## config.mk

```make
export PLATFORM = sky130hd
export DESIGN_NAME = display_mux_scan
export DESIGN_NICKNAME = d
export VERILOG_FILES = /design/src/rtl/display_pkg.sv /design/src/rtl/digit_scanner.sv /design/src/rtl/display_mux_scan.sv
export SDC_FILE = /design/constraint.sdc
export NUM_CORES = 1
export LEC_CHECK = 0
export BUFFER_PORTS_ARGS = -buffer_cell sky130_fd_sc_hd__buf_2
export CORE_MARGIN = 4
export CORE_UTILIZATION = 38
export DETAILED_ROUTE_END_ITERATION = 8
export GPL_ROUTABILITY_DRIVEN = 0
export HOLD_SLACK_MARGIN = 0.05
export PLACE_DENSITY = 0.73
export SLEW_MARGIN = 20
export SYNTH_ARGS = -nofsm -noshare
export SYNTH_HDL_FRONTEND = slang
export SYNTH_HIERARCHICAL = 1
export SYNTH_SLANG_ARGS = --single-unit
```

## constraint.sdc

```tcl
create_clock -name clk -period 2.62 [get_ports clk]
set_clock_uncertainty 0.05 [all_clocks]
set_input_delay 0.131 -clock clk [delete_from_list [all_inputs] [get_ports clk]]
set_output_delay 0.131 -clock clk [all_outputs]
set_load 0.01 [all_outputs]
```

## src/rtl/display_pkg.sv

```systemverilog
// Shared constants, FSM encoding and flattened-bus field extraction for the
// display source multiplexer.
package display_pkg;

    localparam logic [6:0] SEG_BLANK  = 7'h7F;
    localparam logic [3:0] AN_OFF     = 4'hF;
    localparam int         NUM_DIGITS = 4;

    // Widest source count the extraction helper accepts.
    localparam int MAX_SRC   = 16;
    localparam int SEG_BUS_W = MAX_SRC * NUM_DIGITS * 7;

    typedef enum logic {
        RUN   = 1'b0,
        BLANK = 1'b1
    } state_t;

    function automatic logic [6:0] seg_of(input logic [SEG_BUS_W-1:0] bus,
                                          input int                   src,
                                          input int                   digit);
        return bus[(src * NUM_DIGITS + digit) * 7 +: 7];
    endfunction

endpackage

```

## src/rtl/digit_scanner.sv

```systemverilog
// Prescaler plus 2-bit digit counter; the digit advances once per SCAN_DIV cycles.
module digit_scanner #(
    parameter int SCAN_DIV = 100000
) (
    input  logic       clk,
    input  logic       rst_n,
    input  logic       hold,
    input  logic       restart,
    output logic [1:0] digit
);

    localparam int PW = (SCAN_DIV > 1) ? $clog2(SCAN_DIV) : 1;

    logic [PW-1:0] presc;

    always_ff @(posedge clk) begin
        if (!rst_n) begin
            presc <= '0;
            digit <= '0;
        end else if (restart) begin
            presc <= '0;
            digit <= '0;
        end else if (!hold) begin
            if (presc == PW'(SCAN_DIV - 1)) begin
                presc <= '0;
                digit <= digit + 2'd1;
            end else begin
                presc <= presc + 1'b1;
            end
        end
    end

endmodule

```

## src/rtl/display_mux_scan.sv

```systemverilog
// Selects one of NUM_SRC frame sources for the 4-digit display and LEDs, with a
// timed blanking interval on every source change and internal digit scanning.
module display_mux_scan
    import display_pkg::*;
#(
    parameter int NUM_SRC   = 4,
    parameter int SEL_W     = $clog2(NUM_SRC),
    parameter int LED_W     = 11,
    parameter int SCAN_DIV  = 100000,
    parameter int BLANK_CYC = 16
) (
    input  logic                     clk,
    input  logic                     rst_n,
    input  logic [SEL_W-1:0]         sel,
    input  logic [NUM_SRC*28-1:0]    src_seg,
    input  logic [NUM_SRC*4-1:0]     src_dp,
    input  logic [NUM_SRC*LED_W-1:0] src_led,
    input  logic [NUM_SRC-1:0]       src_led_en,
    output logic [3:0]               an,
    output logic [6:0]               seg,
    output logic                     dp,
    output logic [LED_W-1:0]         led,
    output logic [SEL_W-1:0]         active_src,
    output logic                     switching
);

    localparam int CW = (BLANK_CYC > 1) ? $clog2(BLANK_CYC) : 1;

    state_t           state, state_nxt;
    logic [SEL_W-1:0] pending, pending_nxt, active_nxt;
    logic [CW-1:0]    blank_cnt, cnt_nxt;
    logic             sw_nxt, restart, sel_ok;
    logic [1:0]       digit;

    logic [3:0]       an_d;
    logic [6:0]       seg_d;
    logic             dp_d;
    logic [LED_W-1:0] led_d;

    digit_scanner #(.SCAN_DIV(SCAN_DIV)) u_scan (
        .clk     (clk),
        .rst_n   (rst_n),
        .hold    (state == BLANK),
        .restart (restart),
        .digit   (digit)
    );

    // Out-of-range selects are treated as "no request".
    assign sel_ok = (32'(sel) < NUM_SRC);

    always_comb begin
        state_nxt   = state;
        pending_nxt = pending;
        cnt_nxt     = blank_cnt;
        active_nxt  = active_src;
        sw_nxt      = switching;
        restart     = 1'b0;
        case (state)
            RUN: begin
                if (sel_ok && sel != active_src) begin
                    state_nxt   = BLANK;
                    pending_nxt = sel;
                    cnt_nxt     = '0;
                    sw_nxt      = 1'b1;
                end
            end
            BLANK: begin
                if (sel_ok && sel != pending) begin
                    pending_nxt = sel;
                    cnt_nxt     = '0;
                end else if (blank_cnt == CW'(BLANK_CYC - 1)) begin
                    active_nxt = pending;
                    state_nxt  = RUN;
                    sw_nxt     = 1'b0;
                    restart    = 1'b1;
                end else begin
                    cnt_nxt = blank_cnt + 1'b1;
                end
            end
            default: state_nxt = RUN;
        endcase
    end

    always_comb begin
        an_d  = AN_OFF;
        seg_d = SEG_BLANK;
        dp_d  = 1'b1;
        led_d = '0;
        if (state == RUN) begin
            an_d  = ~(4'b0001 << digit);
            seg_d = seg_of(SEG_BUS_W'(src_seg), int'(active_src), int'(digit));
            dp_d  = src_dp[{active_src, digit}];
            if (src_led_en[active_src])
                led_d = src_led[active_src * LED_W +: LED_W];
        end
    end

    always_ff @(posedge clk) begin
        if (!rst_n) begin
            state      <= RUN;
            pending    <= '0;
            blank_cnt  <= '0;
            active_src <= '0;
            switching  <= 1'b0;
            an         <= AN_OFF;
            seg        <= SEG_BLANK;
            dp         <= 1'b1;
            led        <= '0;
        end else begin
            state      <= state_nxt;
            pending    <= pending_nxt;
            blank_cnt  <= cnt_nxt;
            active_src <= active_nxt;
            switching  <= sw_nxt;
            an         <= an_d;
            seg        <= seg_d;
            dp         <= dp_d;
            led        <= led_d;
        end
    end

endmodule

```

==> results of run 1 <==
-- metrics by stage --
| stage | worst slack [ps] | hold slack (ps) | total power [mW] | std cells |
|---|---|---|---|---|
| after floorplan | 840 | 225 | 0.951 | 280 |
| after global placement | 836 | 395 | 1.12 | 577 |
| after detailed placement | 722 | 395 | 1.12 | 577 |
| after CTS | 703 | 97.3 | 1.57 | 584 |
| after global routing | 589 | 127 | 1.63 | 586 |
| final | 693 | 115 | 1.55 | 586 |
-- cell usage after synthesis, types with 4 or more instances --
cell type,count,area [um2]
nand3_1,6,30.0
nor4_1,6,37.5
nor3_1,6,30.0
o21ai_0,4,20.0
mux4_2,44,991
buf_1,4,15.0
and3_1,11,68.8
mux2i_1,12,120
dfxtp_1,52,1040
a22oi_1,8,60.1
xnor2_1,11,96.3
nor2_1,20,75.1
nand4_1,5,31.3
o211ai_1,8,60.1
a21oi_1,8,40.0
nand2_1,7,26.3
buf_2,6,30.0
xor2_1,5,43.8
inv_1,5,18.8
clkbuf_1,9,33.8
-- power by group through the flow --
stage,registers [mW],logic (mW),clock network [mW]
after global routing,0.829,0.307,0.498
final,0.826,0.280,0.441
after global placement,0.843,0.273,0
after floorplan,0.849,0.102,0
after CTS,0.826,0.281,0.460
after detailed placement,0.844,0.280,0
-- cells in the final DEF (no fill, tap or decap), types with 7 or more instances in the layout --
cell      count
xnor2_1      11
mux2i_1      12
a21oi_1       8
dfxtp_1      50
nor2_1       20
mux4_2       44
nand2_1       7
a22oi_1       8
buf_2       205
o211ai_1      8
buf_4         9
and3_1       11
-- logic make-up (layout without fill, tap and decap cells) --
family,count (synthesis),after routing
simple gates,87,87
buf+inv,29,228
xor+xnor,18,18
flops,52,52
mux,56,56
other cells,0,2
compound gates,36,36
fa+ha+maj,2,2
-- area by class of cell --
| type | count | area, um2 | share of cell area (%) |
|---|---|---|---|
| Multi-Input combinational cell | 199 | 2070 | 46.2 |
| Clock buffer | 5 | 68.8 | 1.53 |
| Inverter | 5 | 18.8 | 0.418 |
| Sequential cell | 52 | 1040 | 23.3 |
| Antenna cell | 2 | 5.00 | 0.112 |
| Tap cell | 105 | 131 | 2.93 |
| Timing Repair Buffer | 216 | 1130 | 25.3 |
| Clock inverter | 2 | 12.5 | 0.279 |
-- flip-flops by register name, summed over array words and instances (netlist names) --
register and count:
active_src 2, an 4, blank_cnt 4, dp 1, led 11, pending 2
seg 7, state 1, switching 1, u_scan/digit 2, u_scan/presc 17
-- metal layers --
metal | global-route usage [%] | vias up
met5 | 0 | -
met4 | 7.05 | 0
met3 | 6.44 | 22
met2 | 35.1 | 167
met1 | 25.0 | 1528
li1 | - | 1491
-- worst paths after layout --
path | start | endpoint | slack (ps) | depth (start not counted)
hold reg to reg | switching$_SDFFE_PN0P_ | switching$_SDFFE_PN0P_ | 410 | 2
hold / removal | sel[0] | pending[0]$_SDFFE_PN0P_ | 110 | 3
setup / recovery | u_scan/presc[0]$_SDFFE_PP0N_ | u_scan/presc[14]$_SDFFE_PP0N_ | 690 | 4
setup reg to reg | u_scan/presc[0]$_SDFFE_PP0N_ | u_scan/presc[14]$_SDFFE_PP0N_ | 690 | 4
-- worst register-to-register path, cell delays in order, from the launching register on --
cell and delay (ps):
dfxtp_1 380, ha_1 220, nand4b_1 410, or4_1 650
a21oi_1 150
==> results.toml, run 1 <==
[clocking]
cts_tree = "done"
ctsHoldBuffers = 0
clk_latency_ps = 300
cts_buffer_depth = 2
clk_pin_slew_ps = 90
post_cts_resized = 0
cts_buffers = 5
postCtsSetupRepairBufs = 0
clockRootBuffer = "clkbuf_8"
htreeDepth = 2
clock_sinks = 52

[detailed_routing]
wire_per_inst_um = 18.5
finalWirelength_mm = 10.8
routed.top_layer = "met4"
num_vias = 3208
dr_wl_met2_mm = 5.49
drt_iter0_drc = 139
final_antenna_net_count = 0
dr_wl_met3_mm = 1.01
viasPerCell = 5.47
wl_met1_mm = 4.08
firstDrtPassIters = 4
drc = 0

[setup_path]
path_class = "reg -> reg"
cp_slowest_cell = "or4_1"
critPathArrivalTime_ps = 2110
end_kind = "flop"
critPathLaunchType = "flop"
crit_chain = "ha_1 -> nand4b_1 -> or4_1 -> a21oi_1"
required_ps = 2810
worstPathMaxFanout = 12
critical_path.top_delay_family = "simple AND/OR/NAND/NOR gates"
path_buf_inv = 0
slowest_delay_ps = 650

[power_and_ir_drop]
clock_power_share_pct = 28.5
peakVddDrop_mv = 0.290
p_int_mw = 1.17
power_density_nw_per_um2 = 345
pwr-share-seq_pct = 53.4
p_switching_uw = 379
comb_power_share_pct = 18.1
leakage_nw = 1.86
swShare_pct = 24.5

[floorplanning]
die_w_um = 100
core_um2 = 8260
start_util_pct = 39.4
boundaryPins = 206
die_area_um2 = 10100
die_h_um = 100
std_cell_rows = 33

[yosys]
ys_seq_area_share_pct = 32.0
yosys.area_share.simple_pct = 16.1
synth_edf_count = 0
ys_ff_latch = 52
synth_warnings = 6
synth_adder_area_share_pct = 0.770
synth_cell_types = 44
synth-compound-area-share_pct = 7.47
async_reset_ff_share_pct = 0
synthMuxAreaShare_pct = 34.2
synth_xor_area_share_pct = 5.31
synth_top_family_by_area = "multiplexers"
syn_area_per_cell_um2 = 11.6
syn_nets = 462
synth_cells = 280
syn-cell-area_um2 = 3250
ys.flop_type = "dfxtp_1"

[sta]
timing.slew.headroom_pct = 56.3
max_freq_mhz = 519
hold_violations = 0
min_period_ps = 1930
setup_tns_ps = 0
slew_viol_final = 0
rsz0062_at_grt = "no"
period_share_pct = 73.5
finalSetupViolCount = 0
worst_slew_pin_slew_ps = 655

[global_route]
grt_max_degree = 34
grt_pass1_wl_mm = 16.6
antenna_found_initial = 2
overflow = 0
grt_usage_pct = 20.7
grt_pass1_vias = 3389

[worst_hold_path]
hp-class = "in -> reg"

[final_layout]
syn2layout_area_growth_pct = 38.0
fill_cells = 747
postLayoutCellArea_um2 = 4490
utilization_pct = 54.3
fin_nets = 661
drive_gt1_share_pct = 57.4

[placement]
dpl_cell_area_um2 = 4400
detailed_place_hpwl_mm = 8.92
io_buffers = 205

[status]
outcome = "completed"

[flow_run]
drv_cap = 0
(Power assumes the default switching activity.)
==> run 2, diff against run 1 <==
--- a/config.mk
+++ b/config.mk
@@ -5,6 +5,7 @@
 export SDC_FILE = /design/constraint.sdc
 export NUM_CORES = 1
 export LEC_CHECK = 0
+export ABC_AREA = 1
 export BUFFER_PORTS_ARGS = -buffer_cell sky130_fd_sc_hd__buf_2
 export CORE_MARGIN = 4
 export CORE_UTILIZATION = 38
==> constraint.sdc (replaced) <==
create_clock -name clk -period 1.55 [get_ports clk]
set_clock_uncertainty 0.05 [all_clocks]
set_input_delay 0.0775 -clock clk [delete_from_list [all_inputs] [get_ports clk]]
set_output_delay 0.0775 -clock clk [all_outputs]
set_load 0.01 [all_outputs]
==> results.toml, run 2 <==
[placement]
dp_slack_ps = -4.80
place_inst = 965
io_buffers = 205
detailed_place_hpwl_mm = 11.5

[sta]
setup_tns_ps = 0
min_period_ps = 1490
timing.slew.headroom_pct = 76.7
finalSetupViolCount = 0
hold_violations = 0
period_share_pct = 95.8
worst_slew_pin_slew_ps = 349
max_freq_mhz = 673
setup_slack_ps = 64.5
slew_viol_final = 0

[setup_path]
critPathArrivalTime_ps = 1660
cp_slowest_cell = "dfxtp_2"
required_ps = 1730
worstPathMaxFanout = 4
path_buf_inv = 2
critical_path.top_delay_family = "simple AND/OR/NAND/NOR gates"
end_kind = "flop"
cp_common_cell = "nand2_2"
r2r_slack_ps = 60
critPathLaunchType = "flop"
crit_chain = "ha_4 -> nand2_2 -> nor2_4 -> nand2_2 -> inv_2 -> nand3_2 -> nand2_1 -> inv_1 -> nor2_2"
slowest_delay_ps = 370
path_class = "reg -> reg"

[floorplanning]
std_cell_rows = 35
die_w_um = 107
core_um2 = 9370
die_area_um2 = 11400
die_h_um = 107
start_util_pct = 39.4
boundaryPins = 206

[detailed_routing]
finalWirelength_mm = 15.2
final_antenna_net_count = 0
viasPerCell = 4.95
drt_iter0_drc = 380
drc = 0
num_vias = 4966
wire_per_inst_um = 15.2
firstDrtPassIters = 5

[final_layout]
fin_nets = 1055
most-common-layout-cells = "buf_2 (205), nand2_1 (179), nor2_1 (98), nand3_1 (54), inv_1 (53)"
multi_input_area_um2 = 2310
regMostFlops = "u_scan/presc"
largest_reg_flops = 17
utilization_pct = 58.3
syn2layout_area_growth_pct = 47.9
drive_gt1_share_pct = 33.8
layoutNonFillerInstCount = 1004
regArea_um2 = 1050
final_common_cell = "buf_2"
top_regs = "u_scan/presc: 17 flops, led: 11 flops, seg: 7 flops"
fill_cells = 977

[yosys]
netlist.area_leader.share_pct = 28.2
synth_cell_types = 29
ys.flop_type = "dfxtp_1"
async_reset_ff_share_pct = 0
syn_nets = 814
synth_adder_area_share_pct = 0.677
yosysMostFrequentCell = "nand2_1"
ys_ff_latch = 52
synthTopCellsByCount = "nand2_1 (183), nor2_1 (102), inv_1 (56), nand3_1 (55), dfxtp_1 (52)"
synth_cells = 632
synthMuxAreaShare_pct = 0
synth_warnings = 6
syn-cell-area_um2 = 3690
synth_area_leader_cell = "dfxtp_1"
synthTopCellsByArea = "dfxtp_1 (28%), nand2_1 (19%), nor2_1 (10%)"
synth_xor_area_share_pct = 1.66
yosys.area_share.simple_pct = 47.8
synth_top_family_by_area = "simple AND/OR/NAND/NOR gates"
ys_seq_area_share_pct = 28.2
synth_edf_count = 0
syn_area_per_cell_um2 = 5.85
synth-compound-area-share_pct = 10.8

[clocking]
clockRootBuffer = "clkbuf_8"
clk_pin_slew_ps = 100
cts_tree = "done"
cts_buffers = 5
cts_buffer_depth = 2
clk_latency_ps = 300
htreeDepth = 2
clock_sinks = 52

[power_and_ir_drop]
leakage_nw = 2.68
power_density_nw_per_um2 = 543
peakVddDrop_mv = 0.352

[flow_run]
drv_cap = 0

[global_route]
overflow = 0
grt_max_degree = 25
grt_pass1_wl_mm = 23.2
antenna_found_initial = 0
grt_pass1_vias = 4671
grt_usage_pct = 25.1

[status]
outcome = "completed"

[worst_hold_path]
hp-class = "in -> reg"
[run 2: final timing paths]
| kind | from | endpoint | depth (start not counted) |
|---|---|---|---|
| setup / recovery | u_scan/presc[1]$_SDFFE_PP0N_ | u_scan/digit[0]$_SDFFE_PP0P_ | 9 |
| hold / removal | src_seg[87] | seg[3]$_SDFF_PP1_ | 5 |
| setup reg to reg | u_scan/presc[1]$_SDFFE_PP0N_ | u_scan/digit[0]$_SDFFE_PP0P_ | 9 |
| hold reg to reg | pending[1]$_SDFFE_PN0P_ | pending[1]$_SDFFE_PN0P_ | 2 |
[run 2: repair_timing]
action,CTS,global route
setup endpoints to repair,7,38
resized for setup,1,23
gates cloned,0,0
hold endpoints to repair,16,0
pin swaps,0,4
hold buffers,26,0
buffers inserted,0,4
[run 2: worst register-to-register path, stage by stage (launching register included)]
cell,delay (ps)
dfxtp_2,370
ha_4,150
nand2_2,80
nor2_4,180
nand2_2,110
inv_2,80
nand3_2,130
nand2_1,90
inv_1,50
nor2_2,140
[run 2: cell families (layout without fill, tap and decap cells)]
family	Yosys count	count (layout)
AND/OR/NAND/NOR	402	402
buffers and inverters	90	332
AO/OA/AOI/OAI	79	79
flip-flops	52	52
XOR/XNOR	7	7
adder cells (fa/ha/maj)	2	2
other	0	1
[run 2: where the power goes]
group / total, mW / switching (mW) / leakage, nW / internal (mW)
registers: 1.40 / 0.0271 / 0.426 / 1.37
clock network: 0.993 / 0.464 / 0.0614 / 0.529
logic: 0.572 / 0.257 / 2.19 / 0.315
[run 2: layout make-up]
| cell class | count | area share [%] |
|---|---|---|
| clock buffer | 6 | 1.51 |
| tap | 129 | 2.95 |
| clock inverter | 2 | 0.710 |
| antenna | 1 | 0.0458 |
| sequential | 52 | 19.2 |
| timing repair buffer | 262 | 29.0 |
| inverter | 62 | 4.33 |
| multi-input combinational | 490 | 42.2 |
[run 2: metrics by stage]
step / instance area [um2] / power, mW / hold slack, ps
2_1_floorplan: 3700 / 1.61 / 148
3_3_place_gp: 4980 / 1.92 / 302
3_5_place_dp: 4980 / 1.92 / 306
4_1_cts: 5370 / 2.96 / 58.5
5_1_grt: 5460 / 3.12 / 102
6_report: 5460 / 2.97 / 66.0
[run 2: routing by layer]
layer  vias to the layer above  global-route usage [%]  part of all wire (%)
met5                         -                       0                     0
met4                         0                    7.95                   3.0
met1                      2206                    30.4                    38
li1                       2507                       -                     -
met2                       221                    44.5                    50
met3                        32                    5.06                   8.9
==> run 3, diff against run 2 <==
--- a/config.mk
+++ b/config.mk
@@ -11,9 +11,9 @@
 export CORE_UTILIZATION = 38
 export DETAILED_ROUTE_END_ITERATION = 8
 export GPL_ROUTABILITY_DRIVEN = 0
+export GPL_TIMING_DRIVEN = 0
 export HOLD_SLACK_MARGIN = 0.05
 export PLACE_DENSITY = 0.73
-export SLEW_MARGIN = 20
 export SYNTH_ARGS = -nofsm -noshare
 export SYNTH_HDL_FRONTEND = slang
 export SYNTH_HIERARCHICAL = 1
==> results.toml, run 3 (same netlist as run 2, synthesis figures left out) <==
[sta]
hold_violations = 0
min_period_ps = 1580
max_freq_mhz = 632
worst_slew_pin_slew_ps = 500
timing.slew.headroom_pct = 66.6
setup_slack_ps = -33.1
slew_viol_final = 0
finalSetupViolCount = 1
rsz0062_at_grt = "yes"
period_share_pct = 102

[setup_path]
critical_path.top_delay_family = "simple AND/OR/NAND/NOR gates"
path_class = "reg -> reg"
critPathLaunchType = "flop"
path_buf_inv = 2
cp_common_cell = "nor2_4"
slowest_delay_ps = 370
critPathArrivalTime_ps = 1780
crit_chain = "ha_4 -> nand2_4 -> nor2_4 -> nand3_2 -> inv_2 -> nor2_4 -> clkinvlp_4 -> nor3_2"
end_kind = "flop"
required_ps = 1740
worstPathMaxFanout = 8
cp_slowest_cell = "dfxtp_4"

[global_route]
antenna_found_initial = 0
grt_max_degree = 20
grt_pass1_vias = 4806
overflow = 0
grt_usage_pct = 25.9
grt_pass1_wl_mm = 23.6

[final_layout]
drive_gt1_share_pct = 34.4
utilization_pct = 58.8
fin_nets = 1058
top_regs = "u_scan/presc: 17 flops, led: 11 flops, seg: 7 flops"
regMostFlops = "u_scan/presc"
largest_reg_flops = 17
diodes = 0
fill_cells = 970
final_common_cell = "buf_2"
layoutNonFillerInstCount = 1006
syn2layout_area_growth_pct = 49.2
most-common-layout-cells = "buf_2 (210), nand2_1 (181), nor2_1 (95), inv_1 (54), nand3_1 (53)"

[status]
violations = "setup timing"
outcome = "complete, but fails checks"

[floorplanning]
boundaryPins = 206
die_h_um = 107
die_w_um = 107
std_cell_rows = 35
die_area_um2 = 11400
core_um2 = 9370
start_util_pct = 39.4

[detailed_routing]
finalWirelength_mm = 15.6
firstDrtPassIters = 5
drt_iter0_drc = 405
viasPerCell = 5.00
final_antenna_net_count = 0
drc = 0
num_vias = 5026
wire_per_inst_um = 15.5

[clocking]
clk_pin_slew_ps = 110
clock_sinks = 52
cts_buffer_depth = 2
cts_buffers = 5
clk_latency_ps = 320
clockRootBuffer = "clkbuf_8"
htreeDepth = 2
cts_tree = "done"

[placement]
detailed_place_hpwl_mm = 11.9
place_inst = 966
io_buffers = 205

[power_and_ir_drop]
peakVddDrop_mv = 0.384
p_total_mw = 2.99
power_density_nw_per_um2 = 542
leakage_nw = 2.70

[flow_run]
drv_cap = 0

[worst_hold_path]
hp-class = "in -> reg"
[run 3: cell types whose count changed in the layout (fill, tap and decap cells not counted), sizes merged]
cell,change
dlymetal6s4s,+1
clkbuf,+6
diode,-1
buf,-4
[run 3: cell type report]
cell class	count	area (um2)	area share, %
clock inverter	2	38.8	0.704
multi-input combinational	490	2380	43.1
timing repair buffer	239	1370	24.8
sequential	52	1060	19.2
inverter	62	241	4.38
buffer	26	189	3.43
tap	129	161	2.93
clock buffer	6	82.6	1.50
[run 3: worst register-to-register path, cell delays in order (launching register included)]
cell and delay, ps:
dfxtp_4 370, ha_4 170, nand2_4 70, nor2_4 40, nand3_2 80, inv_2 60, nor2_4 190, clkinvlp_4 270
nor3_2 230
[run 3: where the power goes]
group	leakage, nW	internal (mW)	switching, mW
sequential	0.428	1.37	0.0257
combinational	2.21	0.313	0.255
clock	0.0614	0.529	0.491
[run 3: final timing paths]
check        cells after the start                      start                      endpoint  slack (ps)
max                              8  blank_cnt[0]$_SDFFE_PN0P_  u_scan/presc[2]$_SDFFE_PP0N_         -30
min                              5                src_seg[85]             seg[1]$_SDFF_PP1_          50
max reg2reg                      8  blank_cnt[0]$_SDFFE_PN0P_  u_scan/presc[2]$_SDFFE_PP0N_         -30
min reg2reg                      2    pending[1]$_SDFFE_PN0P_       pending[1]$_SDFFE_PN0P_         440
[run 3: layer usage]
layer	wire length (um)	GRT usage, %	vias to the layer above
met3	1200	4.58	35
met5	0	0	-
met1	6170	31.3	2263
met2	7750	45.9	214
li1	-	-	2514
met4	462	9.13	0
[run 3: per-stage QoR]
| step | TNS [ps] | hold WS, ps | instance area (um2) | worst slack [ps] |
|---|---|---|---|---|
| after global routing | -482 | 54.0 | 5510 | -113 |
| final | -33.1 | 51.6 | 5510 | -33.1 |
| after floorplan | 0 | 148 | 3700 | 49.0 |
| after detailed placement | -4480 | 303 | 4880 | -345 |
| after CTS | 0 | 52.5 | 5380 | 2.59 |
| after global placement | -4320 | 305 | 4880 | -344 |
[run 3: what timing repair did]
| item | in CTS | in global routing |
|---|---|---|
| gates cloned | 0 | 1 |
| hold buffers | 27 | 0 |
| hold endpoints to repair | 15 | 0 |
| buffers inserted | 4 | 4 |
| pin swaps | 5 | 8 |
| gates resized for setup | 21 | 38 |
| setup endpoints to repair | 25 | 45 |
